===== src/rtl/pe_pkg.sv =====
// rtl/pe_pkg.sv - shared state type, adder select codes and default width for pe_accum_ctrl
package pe_pkg;

    localparam int PE_WIDTH = 8;

    localparam logic [1:0] SEL_ACCUM = 2'b01;
    localparam logic [1:0] SEL_PSUM  = 2'b10;

    typedef enum logic [1:0] {
        IDLE,
        ISSUE,
        WAIT_R,
        OUT
    } pe_state_t;

endpackage


===== src/rtl/pe_acc_fit.sv =====
// rtl/pe_acc_fit.sv - folds a WIDTH+2 adder result into the WIDTH-bit accumulator
// PE_ACC_SAT_EN: clamp to all-ones on overflow; otherwise keep the low WIDTH bits.
module pe_acc_fit #(
    parameter int WIDTH = 8
) (
    input  logic [WIDTH+1:0] r_data,
    output logic [WIDTH-1:0] acc_next
);

`ifdef PE_ACC_SAT_EN
    assign acc_next = (|r_data[WIDTH+1:WIDTH]) ? {WIDTH{1'b1}} : r_data[WIDTH-1:0];
`else
    // Upper bits are deliberately dropped in wrap-around mode.
    logic unused_hi;
    assign unused_hi = ^r_data[WIDTH+1:WIDTH];
    assign acc_next  = r_data[WIDTH-1:0];
`endif

endmodule


===== src/rtl/pe_accum_ctrl.sv =====
// rtl/pe_accum_ctrl.sv - sequences accumulate/psum tokens to an external adder over one window
// Overflow behaviour of the accumulator is selected by PE_ACC_SAT_EN (see pe_acc_fit).
module pe_accum_ctrl
    import pe_pkg::*;
#(
    parameter int WIDTH = PE_WIDTH,
    parameter int TAP_W = 4
) (
    input  logic               clk,
    input  logic               rst_n,
    input  logic               start,
    input  logic [TAP_W-1:0]   cfg_taps,
    output logic               sel_valid,
    input  logic               sel_ready,
    output logic [1:0]         sel_data,
    output logic               a0_valid,
    input  logic               a0_ready,
    output logic [WIDTH-1:0]   a0_data,
    input  logic               r_valid,
    output logic               r_ready,
    input  logic [WIDTH+1:0]   r_data,
    output logic               psum_valid,
    input  logic               psum_ready,
    output logic [WIDTH+1:0]   psum_data,
    output logic               busy,
    output logic               done
);

    pe_state_t        state;
    logic [WIDTH-1:0] acc;
    logic [WIDTH-1:0] fit_val;
    logic [TAP_W-1:0] tap_cnt;
    logic [TAP_W-1:0] taps;
    logic [TAP_W-1:0] cfg_eff;
    logic [TAP_W:0]   next_cnt;
    logic [TAP_W:0]   last_idx;
    logic             cfg_multi;

    pe_acc_fit #(.WIDTH(WIDTH)) u_fit (
        .r_data   (r_data),
        .acc_next (fit_val)
    );

    localparam logic [TAP_W-1:0] TAP_ONE = {{(TAP_W-1){1'b0}}, 1'b1};

    // A zero tap count is treated as a single psum-only step.
    assign cfg_eff   = (cfg_taps == '0) ? TAP_ONE : cfg_taps;
    assign cfg_multi = (cfg_taps > TAP_ONE);
    assign next_cnt  = {1'b0, tap_cnt} + {1'b0, TAP_ONE};
    assign last_idx  = {1'b0, taps} - {1'b0, TAP_ONE};
    assign a0_data   = acc;

    always_ff @(posedge clk or negedge rst_n) begin
        if (!rst_n) begin
            state      <= IDLE;
            acc        <= '0;
            tap_cnt    <= '0;
            taps       <= '0;
            sel_valid  <= 1'b0;
            sel_data   <= 2'b00;
            a0_valid   <= 1'b0;
            r_ready    <= 1'b0;
            psum_valid <= 1'b0;
            psum_data  <= '0;
            busy       <= 1'b0;
            done       <= 1'b0;
        end else begin
            done <= 1'b0;
            case (state)
                IDLE: begin
                    if (start) begin
                        acc       <= '0;
                        tap_cnt   <= '0;
                        taps      <= cfg_eff;
                        busy      <= 1'b1;
                        sel_valid <= 1'b1;
                        sel_data  <= cfg_multi ? SEL_ACCUM : SEL_PSUM;
                        a0_valid  <= cfg_multi;
                        state     <= ISSUE;
                    end
                end
                ISSUE: begin
                    if (sel_valid && sel_ready) sel_valid <= 1'b0;
                    if (a0_valid && a0_ready)   a0_valid  <= 1'b0;
                    // Leave once every presented channel has transferred, now or earlier.
                    if ((!sel_valid || sel_ready) && (!a0_valid || a0_ready)) begin
                        r_ready <= 1'b1;
                        state   <= WAIT_R;
                    end
                end
                WAIT_R: begin
                    if (r_valid && r_ready) begin
                        r_ready <= 1'b0;
                        if (sel_data == SEL_ACCUM) begin
                            acc       <= fit_val;
                            tap_cnt   <= next_cnt[TAP_W-1:0];
                            sel_valid <= 1'b1;
                            sel_data  <= (next_cnt < last_idx) ? SEL_ACCUM : SEL_PSUM;
                            a0_valid  <= (next_cnt < last_idx);
                            state     <= ISSUE;
                        end else begin
                            psum_data  <= r_data;
                            psum_valid <= 1'b1;
                            state      <= OUT;
                        end
                    end
                end
                OUT: begin
                    if (psum_valid && psum_ready) begin
                        psum_valid <= 1'b0;
                        busy       <= 1'b0;
                        done       <= 1'b1;
                        state      <= IDLE;
                    end
                end
                default: state <= IDLE;
            endcase
        end
    end

endmodule


===== config.mk =====
export PLATFORM = sky130hd
export DESIGN_NAME = pe_accum_ctrl
export DESIGN_NICKNAME = d
export VERILOG_FILES = /design/src/rtl/pe_pkg.sv /design/src/rtl/pe_acc_fit.sv /design/src/rtl/pe_accum_ctrl.sv
export SDC_FILE = /design/constraint.sdc
export NUM_CORES = 1
export LEC_CHECK = 0
export CAP_MARGIN = 15
export CORE_MARGIN = 2
export CORE_UTILIZATION = 50
export CTS_BUF_LIST = sky130_fd_sc_hd__clkbuf_4
export DETAILED_ROUTE_END_ITERATION = 10
export HOLD_SLACK_MARGIN = 0.1
export PLACE_DENSITY = 0.84
export SLEW_MARGIN = 25
export SYNTH_ARGS = -nofsm -noshare
export SYNTH_HDL_FRONTEND = slang
export SYNTH_HIERARCHICAL = 1
export SYNTH_SLANG_ARGS = --single-unit

===== constraint.sdc =====
create_clock -name clk -period 2.06 [get_ports clk]
set_input_delay 0.412 -clock clk [delete_from_list [all_inputs] [get_ports clk]]
set_output_delay 0.412 -clock clk [all_outputs]
set_load 0.03 [all_outputs]

==> results.json <==
{
  "run_status": "completed",
  "rsz0062_at_grt": "true",
  "setup_viol": 0,
  "layout.nets": 232,
  "synth-simple-area-share_pct": 8.906,
  "die_area_sq_um": 4182,
  "synth_top_area_share_pct": 48.95,
  "clock_sinks": 36,
  "design.core.area_sq_um": 3606,
  "drcViolationCount": 0,
  "overflow": 0,
  "placed_area_sq_um": 2315,
  "syn-instance-count": 153,
  "synth_area_leader_cell": "dfrtp_1",
  "vdd_drop_max_mv": 0.8887,
  "ys_async_sr_fraction_pct": 100.0,
  "cts_root_buffer": "clkbuf_4",
  "ant_nets": 0,
  "drive_gt1_share_pct": 21.39,
  "first_pass_iters": 4,
  "ios": 47,
  "die_width_um": 64.67,
  "start_util_pct": 51.04,
  "finClkSkew_ns": 0.01175,
  "p_seq_share_pct": 31.3,
  "leakagePower_nw": 1.082,
  "antennaDiodeCount": 0,
  "required_ns": 2.30,
  "hold_viol_final": 0,
  "setup_ws_ns": 0.1269,
  "clk_pin_slew_ns": 0.11,
  "sw_frac_of_total_pct": 42.08,
  "pwr-share-comb_pct": 56.3,
  "area_growth_pct": 29.84,
  "synth_nets": 185,
  "viasPerCell": 5.434,
  "numPortBuffers": 46,
  "ys.warnings.count": 6,
  "slew_headroom_pct": 70.17,
  "synth.avg_cell_area_sq_um": 12.03,
  "drt-total-wl_mm": 3.956,
  "antenna_found_initial": 0,
  "power_w": 0.003924,
  "min_path_type": "primary input to asynchronous set/reset pin",
  "cts-buffers-inserted": 5,
  "power_per_cell_area_nw_per_um2": 1642,
  "synthTopCellsByArea": "dfrtp_1, mux2_2, ha_1, a22o_2, buf_4",
  "drtIter0Drc": 47,
  "row_count": 22,
  "path_class": "flop to flop",
  "clkLatencyLatePin_ns": 0.34,
  "synth_seq_area_share_pct": 48.95,
  "worstPathMaxFanout": 4,
  "synthDistinctLibCells": 40,
  "h-tree-depth": 2,
  "cap_violations": 0,
  "muxShareOfSynthArea_pct": 9.109,
  "drv_slew": 0,
  "vias": 1353,
  "post_cts_resized": 0,
  "grt_pass1_vias": 1513,
  "post-cts-setup-buffers": 0,
  "grt_pass1_wl_mm": 6.906,
  "synthAdderAreaFrac_pct": 7.478,
  "cts_buffer_depth": 2,
  "hold_buffers": 0,
  "synth.most_common_cell": "dfrtp_1",
  "cp.arrival_ns": 2.18,
  "p_sw_w": 0.001651,
  "synth_top_family_by_area": "compound AO/OA/AOI/OAI gates",
  "hpwl_mm": 2.957,
  "ys_ff_latch": 36,
  "final_area_sq_um": 2390,
  "cp-end-kind": "flop",
  "synthXorXnorAreaFrac_pct": 1.903,
  "cp-start-kind": "flop",
  "tns_ns": 0,
  "dp_cells": 241,
  "netlist_area_sq_um": 1841,
  "synth_compound_area_share_pct": 17.27,
  "intPower_w": 0.002273,
  "worst_slew_pin_slew_ns": 0.4474,
  "synth_top_cells_by_count": "dfrtp_1, mux2_2, a22o_2, ha_1",
  "period_minus_slack_ns": 1.933,
  "clkPwrFrac_pct": 12.4,
  "synth_top_flop_cell": "dfrtp_1",
  "place.gp.congestion": 0.8411,
  "die_y_um": 64.67,
  "fmax_mhz": 517.3,
  "grt_start_max_net_pins": 37,
  "dp_slack_ns": 0.05830,
  "wl_per_cell_um": 15.89,
  "grtUsageTotal_pct": 21.84,
  "finalCritPeriodShare_pct": 93.84,
  "cts_tree": "built",
  "synth-edff-count": 0,
  "instances_no_fill": 249
}
## cell families (layout without fill, tap and decap cells)
logic type / after synthesis / count (layout)
AOI/OAI and AO/OA: 37 / 37
xor gates and xnor gates: 4 / 4
adders and majority gates: 11 / 11
buffers and inverters: 20 / 68
DFF: 36 / 36
muxes: 15 / 15
and+or+nand+nor: 30 / 30
## cell usage in the layout (no fill, tap or decap), types with 2 or more instances in the layout
cell type         n
a21oi_1           5
a22o_1            2
a22o_2           11
and3_1            2
buf_4             5
clkbuf_4          5
clkdlybuf4s50_1  46
clkinv_1          2
dfrtp_1          36
ha_1             11
inv_1             9
mux2_2           14
nand2_1           9
nand3_1           2
nor2_1            3
nor2b_1           5
nor3_1            4
o21ai_0           2
o31ai_1           2
xnor2_1           3
## metrics by stage
step	hold WS, ns	util (%)
finish	0.4661	66.27
global placement	0.4903	64.19
CTS	0.4743	66.27
detailed placement	0.4950	64.19
floorplan	0.1164	-
global route	0.4948	66.27
## metal layers
metal / vias to the layer above / part of all wire [%] / routed length (um) / global-route usage [%]
met1: 664 / 41 / 1603 / 24.40
met3: 7 / 6.3 / 250 / 6.597
met4: 0 / 1.5 / 61 / 8.511
met5: - / 0 / 0 / 0
met2: 41 / 52 / 2040 / 38.93
li1: 641 / - / - / -
## final cells by class
class	count	area, sq um
Tap cell	48	60.06
Clock buffer	5	37.54
Sequential cell	36	900.9
Timing Repair Buffer	51	498.0
Multi-Input combinational cell	97	822.0
Clock inverter	3	37.54
Fill cell	293	1216
Inverter	9	33.78
## state kept, by name (all words and copies together) (netlist names)
register and flops:
state 2, a0_valid 1, busy 1, tap_cnt 4
psum_valid 1, a0_data 8, done 1, psum_data 10
sel_data 2, taps 4, sel_valid 1, r_ready 1
## final timing paths
check                          endpoint  slack, ns  depth (start not counted)          from
hold reg to reg            psum_data[8]       0.52                          1  psum_data[8]
max in group asynchronous  psum_data[9]       1.26                          2         rst_n
setup reg to reg            sel_data[0]       0.13                          7    tap_cnt[0]
hold / removal                  taps[3]       0.47                          2         rst_n
min in group clk           psum_data[8]       0.52                          1  psum_data[8]
setup / recovery            sel_data[0]       0.13                          7    tap_cnt[0]
## power groups by stage
stage / registers, W / clock network [W] / logic, W
finish: 0.00123 / 0.000485 / 0.00221
global route: 0.00127 / 0.000538 / 0.00241
CTS: 0.00123 / 0.000499 / 0.00223
detailed placement: 0.00123 / 0 / 0.00221
global placement: 0.00121 / 0 / 0.00212
floorplan: 0.00164 / 0 / 0.00105
## worst max-delay path, cell delays in order (launching register included)
cell and delay, ns:
dfrtp_1 0.43, ha_1 0.24, xor2_1 0.17, ha_1 0.31, nand2_1 0.06, o21ai_1 0.16
a31oi_1 0.14, o31a_2 0.33
(Power assumes the default switching activity.)
